===== src/rtl/priority_arbiter_if.sv =====
// Request/grant bundle: requesters drive the master side, the arbiter the slave side.
interface priority_arbiter_if #(
  parameter int N = 8,
  parameter int W = $clog2(N)
);
  logic [N-1:0] req;
  logic         mode;
  logic         done;
  logic         grant_valid;
  logic [W-1:0] grant_idx;
  logic [N-1:0] grant_onehot;
  logic         expired;

  modport master (output req, mode, done,
                  input  grant_valid, grant_idx, grant_onehot, expired);
  modport slave  (input  req, mode, done,
                  output grant_valid, grant_idx, grant_onehot, expired);
endinterface


===== src/rtl/priority_arbiter.sv =====
// Two-state arbiter: fixed-priority or round-robin pick, held grant with optional
// tenure timeout, and a mandatory IDLE cycle between grants.
module priority_arbiter #(
  parameter int N        = 8,
  parameter int W        = $clog2(N),
  parameter int MAX_HOLD = 16
) (
  input  logic              clk,
  input  logic              rst_n,
  priority_arbiter_if.slave bus
);
  localparam int              HW        = (MAX_HOLD > 1) ? $clog2(MAX_HOLD) : 1;
  localparam logic [HW-1:0]   HOLD_LAST = HW'((MAX_HOLD > 0) ? MAX_HOLD - 1 : 0);
  localparam logic [W:0]      N_W       = (W+1)'(N);
  localparam logic [W-1:0]    LAST_IDX  = W'(N - 1);

  typedef enum logic {IDLE, GRANT} state_e;

  state_e         state_q;
  logic           gv_q;
  logic           exp_q;
  logic [W-1:0]   idx_q;
  logic [W-1:0]   rr_ptr_q;
  logic [N-1:0]   oh_q;
  logic [HW-1:0]  hold_q;

  logic [W-1:0]   fp_idx_d;
  logic [W-1:0]   rr_idx_d;
  logic [W-1:0]   win_idx_d;
  logic [W-1:0]   ptr_next_d;
  logic [W:0]     rr_pos;
  logic           rel_d;
  logic           tmo_d;

  always_comb begin
    fp_idx_d = '0;
    for (int i = 0; i < N; i++)
      if (bus.req[i]) fp_idx_d = W'(i);
  end

  // Scan downward in distance from rr_ptr so the nearest requester wins last.
  always_comb begin
    rr_idx_d = '0;
    rr_pos   = '0;
    for (int k = N - 1; k >= 0; k--) begin
      rr_pos = {1'b0, rr_ptr_q} + (W+1)'(k);
      if (rr_pos >= N_W) rr_pos = rr_pos - N_W;
      if (bus.req[rr_pos[W-1:0]]) rr_idx_d = rr_pos[W-1:0];
    end
  end

  assign win_idx_d  = bus.mode ? rr_idx_d : fp_idx_d;
  assign rel_d      = bus.done | ~bus.req[idx_q];
  assign tmo_d      = (MAX_HOLD > 0) && (hold_q == HOLD_LAST);
  assign ptr_next_d = (idx_q == LAST_IDX) ? '0 : idx_q + 1'b1;

  always_ff @(posedge clk or negedge rst_n) begin
    if (!rst_n) begin
      state_q  <= IDLE;
      gv_q     <= 1'b0;
      exp_q    <= 1'b0;
      idx_q    <= '0;
      oh_q     <= '0;
      rr_ptr_q <= '0;
      hold_q   <= '0;
    end else begin
      exp_q <= 1'b0;
      case (state_q)
        IDLE: begin
          if (|bus.req) begin
            state_q <= GRANT;
            gv_q    <= 1'b1;
            idx_q   <= win_idx_d;
            oh_q    <= {{(N-1){1'b0}}, 1'b1} << win_idx_d;
            hold_q  <= '0;
          end
        end
        GRANT: begin
          hold_q <= hold_q + 1'b1;
          // An explicit release (done or request drop) takes precedence over timeout.
          if (rel_d || tmo_d) begin
            state_q  <= IDLE;
            gv_q     <= 1'b0;
            oh_q     <= '0;
            rr_ptr_q <= ptr_next_d;
            exp_q    <= ~rel_d;
          end
        end
        default: state_q <= IDLE;
      endcase
    end
  end

  assign bus.grant_valid  = gv_q;
  assign bus.grant_idx    = idx_q;
  assign bus.grant_onehot = oh_q;
  assign bus.expired      = exp_q;
endmodule


===== src/flat_wrapper.sv =====
// flat-port wrapper written by rule: the top's interface ports become plain ports
module priority_arbiter_flat 
#(
  parameter int N        = 8,
  parameter int W        = $clog2(N),
  parameter int MAX_HOLD = 16
)
  (clk, rst_n, bus_req, bus_mode, bus_done, bus_grant_valid, bus_grant_idx, bus_grant_onehot, bus_expired);
  priority_arbiter_if #(.N(N), .W(W)) bus_i ();
  input  logic clk;
  input  logic rst_n;
  input wire logic [$bits(bus_i.req)-1:0] bus_req;
  input wire logic [$bits(bus_i.mode)-1:0] bus_mode;
  input wire logic [$bits(bus_i.done)-1:0] bus_done;
  output wire logic [$bits(bus_i.grant_valid)-1:0] bus_grant_valid;
  output wire logic [$bits(bus_i.grant_idx)-1:0] bus_grant_idx;
  output wire logic [$bits(bus_i.grant_onehot)-1:0] bus_grant_onehot;
  output wire logic [$bits(bus_i.expired)-1:0] bus_expired;
  assign bus_i.req = bus_req;
  assign bus_i.mode = bus_mode;
  assign bus_i.done = bus_done;
  assign bus_grant_valid = bus_i.grant_valid;
  assign bus_grant_idx = bus_i.grant_idx;
  assign bus_grant_onehot = bus_i.grant_onehot;
  assign bus_expired = bus_i.expired;
  priority_arbiter #(.N(N), .W(W), .MAX_HOLD(MAX_HOLD)) u_core (.clk(clk), .rst_n(rst_n), .bus(bus_i));
endmodule

===== config.mk =====
export PLATFORM = sky130hd
export DESIGN_NAME = priority_arbiter_flat
export DESIGN_NICKNAME = d
export VERILOG_FILES = /design/src/rtl/priority_arbiter_if.sv /design/src/rtl/priority_arbiter.sv /design/src/flat_wrapper.sv
export SDC_FILE = /design/constraint.sdc
export NUM_CORES = 1
export LEC_CHECK = 0
export CAP_MARGIN = 20
export CORE_ASPECT_RATIO = 0.75
export CORE_MARGIN = 2
export CORE_UTILIZATION = 47
export DETAILED_ROUTE_END_ITERATION = 10
export PLACE_DENSITY = 0.7
export SYNTH_ARGS = -nofsm -noshare
export SYNTH_HDL_FRONTEND = slang
export SYNTH_SLANG_ARGS = --single-unit

===== constraint.sdc =====
create_clock -name clk -period 4.1 [get_ports clk]
set_clock_uncertainty 0.05 [all_clocks]
set_input_delay 1.23 -clock clk [delete_from_list [all_inputs] [get_ports clk]]
set_output_delay 1.23 -clock clk [all_outputs]
set_load 0.02 [all_outputs]

# Word-level counts from Yosys, hierarchy flattened
# Index checks and enable logic that the tools add are counted.
dict set report totals {
  inputBits 12
  out_inout_bits 13
  elab_cells 111
  register_bits 21
}
dict set report op_classes {
  n_mux 56
  reduce_logical 5
  eq_ne 4
  n_lt_le_gt_ge 17
  shift 1
  addsub 17
  bitwise 4
}
# op n
set ops {}
lappend ops {{$mux 3} 24}
lappend ops {{$lt 3x4->1 const B} 9}
lappend ops {{$ge 4x4->1 const B} 7}
lappend ops {{$bmux 1 s3} 9}
lappend ops {{$sub 3x1->3 const B} 8}
lappend ops {{$add 3x3->4 const B} 4}
lappend ops {{$mux 1} 16}
lappend ops {{$mux 8} 2}
lappend ops {{$pmux 8 s2} 1}
lappend ops {{$add 3x2->4 const B} 2}
lappend ops {{$pmux 4 s2} 1}
lappend ops {{$reduce_or 8->1} 1}
lappend ops {{$shl 1x3->8 const A} 1}
lappend ops {{$reduce_and 2->1} 3}
lappend ops {{$add 3x1->4 const B} 1}
lappend ops {{$add 4x1->4 const B} 1}
lappend ops {{$eq 4x4->1 const B} 1}
lappend ops {{$ge 3x4->1 const B} 1}
lappend ops {{$mux 4} 1}
lappend ops {{$pmux 1 s2} 2}
lappend ops {{$add 3x1->3 const B} 1}
lappend ops {{$eq 3x3->1 const B} 1}
lappend ops {{$not 1->1} 3}
lappend ops {{$ne 2x1->1 const B} 1}
lappend ops {{other kinds (3)} 3}

# Logic depth before layout (Yosys ltp)
dict set report logic_depth {
  depth_word 17
  depth_mapped 13
  mapped_depth_nobuf 10
}

# Least setup slack after synthesis
# Ideal clock, no wire load.
dict set report synth_path {
  path_type {input to register}
  start {input bus_req[1]}
  end {register u_core.oh_q[0], in the netlist u_core.bus.grant_onehot[0]}
  slack_ns 0.848
  setup_time_ns 0.122
  arrival_time_ns 3.081
  t_required_ns 3.928
  path_buffers 1
  cell_stages 8
  path_cell_list {clkbuf_1 > mux4_2 > mux2_2 > nor2_2 > o311ai_1 > a221oi_2 > nor2_1 > a32o_1}
}
dict set report synth_via {
  elab_chain_len 14
  word_cells_on_any_way 44
  cone_classes {eq/ne (2); shift (1); mux (36); bitwise (2); reduce/logical (3)}
}
# element line
set synth_lines {}
lappend synth_lines {{start: declaration} flat_wrapper.sv:12} ;# input wire logic [$bits(bus_i.req)-1:0] bus_req;
lappend synth_lines {{$bmux 1 s3} priority_arbiter.sv:48} ;# if (bus.req[rr_pos[W-1:0]]) rr_idx_d = rr_pos[W-1:0];
lappend synth_lines {{$mux 1 (implied by the code)} priority_arbiter.sv:48}
lappend synth_lines {{$mux 3 (8 in series)} priority_arbiter.sv:48}
lappend synth_lines {{$mux 3} priority_arbiter.sv:52} ;# assign win_idx_d = bus.mode ? rr_idx_d : fp_idx_d;
lappend synth_lines {{$shl 1x3->8} priority_arbiter.sv:74} ;# oh_q <= {{(N-1){1'b0}}, 1'b1} << win_idx_d;
lappend synth_lines {{$mux 8} priority_arbiter.sv:70} ;# if (|bus.req) begin
lappend synth_lines {{$pmux 8 s2} priority_arbiter.sv:68} ;# case (state_q)
lappend synth_lines {{end signal: assignment} priority_arbiter.sv:74}
lappend synth_lines {{end: declaration} priority_arbiter.sv:24} ;# logic [N-1:0] oh_q;
# Parallel ways exist; a longest one is shown, timed or not. The select of a mux whose other input is x is not followed.
# A chain may end at the register's enable or synchronous reset.

# Final worst setup path
dict set report layout_path {
  start {input bus_req[7]}
  end {register u_core.oh_q[4], in the netlist u_core.bus.grant_onehot[4]}
}
# The elaborated chain is that of the path after synthesis.

==> impl_metrics.ini <==
[detailed_routing]
vias_per_cell = 5.99
wire_per_inst_um = 16.6
drc_errors = 0
ant_nets = 0
via_count = 1624
dr.pass1.iters = 4
routed_wl_mm = 4.50
drtIter0Drc = 91

[timing]
rsz0062_at_grt = no
post-route-period-util_pct = 90.8
finalSetupTns_ps = 0
min_period_ps = 3720
finalHoldViolCount = 0
slew_headroom_pct = 36.0
finalHoldWorstSlack_ps = 443
setup_violations = 0
clock.fmax_ghz = 0.269
worst_pin_slew_ps = 957
slew_viol_final = 0

[placed_design]
port_buffers = 24
globalplace.congestion = 0.900
dp_hpwl_mm = 3.21
post_dp_cell_area_mm2 = 0.00218

[logic_synthesis]
syn_avg_cell_area_um2 = 9.55
synth_warnings = 0
synth.ff_latch_count = 21
synth_edf_count = 0
yosysSeqAreaShare_pct = 27.5
syn-cell-area_mm2 = 0.00191
synth_ff_type = dfrtp_1
synthDistinctLibCells = 48
ys_top_cells_by_area = dfrtp_1, mux4_2, nand2_1, ha_1, mux2i_1
synthCells = 200
synth_top_area_share_pct = 27.5
synth_top_area_cell = dfrtp_1
synthArstFlopShare_pct = 100
synth_nets = 217

[clock_network]
cts_root_buf = clkbuf_8
cts_buffers = 3
cts_num_sinks = 21
clk_latency_ps = 270
cts_tree = built
post_cts_buffers = 0
ctsHoldBuffers = 0
clkTransAtPathRegs_ps = 80
clk_path_buf_depth = 2
h-tree-depth = 1
cts_resized = 0

[hold_path]
worstHoldPathType = reg2reg

[grt]
grt_pass1_wl_mm = 7.80
grt_pass1_vias = 1547
grt_max_degree = 22
grt.overflow.total = 0
antenna_found_initial = 0
grt_util_all_layers_pct = 21.7

[layout]
fillers = 352
final_cell_mix = nand2_1, clkdlybuf4s50_1, dfrtp_1
syn_to_final_growth_pct = 16.4
multi_input_area_mm2 = 0.00127
nets = 234
final_area_mm2 = 0.00222
num_antenna_cells = 0
final_common_cell = nand2_1
final-seq-area_um2 = 526
drive_gt1_share_pct = 18.1

[power_and_ir_drop]
p_leak_nw = 0.877
power_density_mw_per_mm2 = 878
total_power_mw = 1.95
ir_worst_vdd_mv = 0.377

[floorplanning]
die_area_mm2 = 0.00460
core_mm2 = 0.00398
die_w_um = 77.6
start_util_pct = 48.0
die-height_um = 59.2
std_cell_rows = 20
io_pins = 25

[job]
max_cap_violations = 0

[worst_setup_path]
cp_data_arrival_time_ps = 3840
startpoint_type = primary input
cp.required_ps = 4210
worstPathMaxFanout = 13
endpoint_kind = flop
crit_type = in2reg

[outcome]
status = finished clean
sequential cells by signal (all words and copies together), names as in the netlist:
name                     flops
u_core.bus.expired           1
u_core.bus.grant_idx         3
u_core.bus.grant_onehot      8
u_core.bus.grant_valid       1
u_core.hold_q                4
u_core.rr_ptr_q              3
u_core.state_q               1
cell families (layout without fill, tap and decap cells):
kind of cell             count (synthesis)  in the layout  share of synthesized area, %
XOR/XNOR                                 4              4                          1.83
buffers and inverters                   26             42                          6.09
AND/OR/NAND/NOR                         70             70                          18.6
AO/OA/AOI/OAI                           47             47                          17.0
multiplexers                            27             27                          25.7
adder cells (fa/ha/maj)                  5              5                          3.27
flip-flops                              21             21                          27.5
metal layers:
layer / track usage, % / routed length (um) / vias to the layer above
met3: 4.27 / 339 / 4
met4: 3.57 / 17 / 0
met5: 0 / 0 / -
li1: - / - / 777
met1: 32.7 / 2080 / 786
met2: 32.9 / 2060 / 57
layout make-up:
| class | instances | share of cell area, % |
|---|---|---|
| clock buffer | 4 | 2.03 |
| inverter | 8 | 1.35 |
| multi-input combinational | 153 | 57.1 |
| sequential | 21 | 23.6 |
| tap | 55 | 3.10 |
| timing repair buffer | 30 | 12.8 |
Yosys cell counts, types with 4 or more instances:
master	n
a21oi_1	8
a22o_1	4
a32o_1	4
buf_2	9
clkbuf_1	6
dfrtp_1	21
ha_1	5
inv_1	6
mux2i_1	6
mux4_2	17
nand2_1	25
nand2b_1	7
nand3_1	4
nor2_1	10
nor2b_1	5
nor3_1	4
o21ai_0	12
o21ai_1	4
power by group:
group	switching, mW	internal, mW
Combinational	0.745	0.669
Clock	0.0715	0.0695
Sequential	0.105	0.292
Total	0.921	1.03
final timing paths:
check                      slack (ps)                       start  cells past startpoint                         end
setup / recovery                  380                  bus_req[7]                      8  u_core.bus.grant_onehot[4]
hold / removal                    440  u_core.bus.grant_onehot[7]                      2  u_core.bus.grant_onehot[7]
setup reg to reg                  780          u_core.rr_ptr_q[0]                      9  u_core.bus.grant_onehot[4]
hold reg to reg                   440  u_core.bus.grant_onehot[7]                      2  u_core.bus.grant_onehot[7]
max in group asynchronous        1970                       rst_n                      1          u_core.rr_ptr_q[1]
min in group asynchronous        1440                       rst_n                      1     u_core.bus.grant_idx[2]
per-stage QoR:
step                      setup slack (ps)  util, %  cells
after floorplan                        848        -    200
after global placement                 101     54.7    267
after detailed placement              93.1     54.7    267
after CTS                              370     55.9    271
after global routing                   162     55.9    271
final                                  377     55.9    271
critical path: stages:
cell             delay (ps)
clkdlybuf4s50_1         640
mux4_2                  530
and2_1                  160
a2111oi_0               400
o21ai_1                 130
o21ai_1                 220
a31oi_1                 210
a32o_1                  310
No activity file was read; power rests on OpenSTA's default activity.
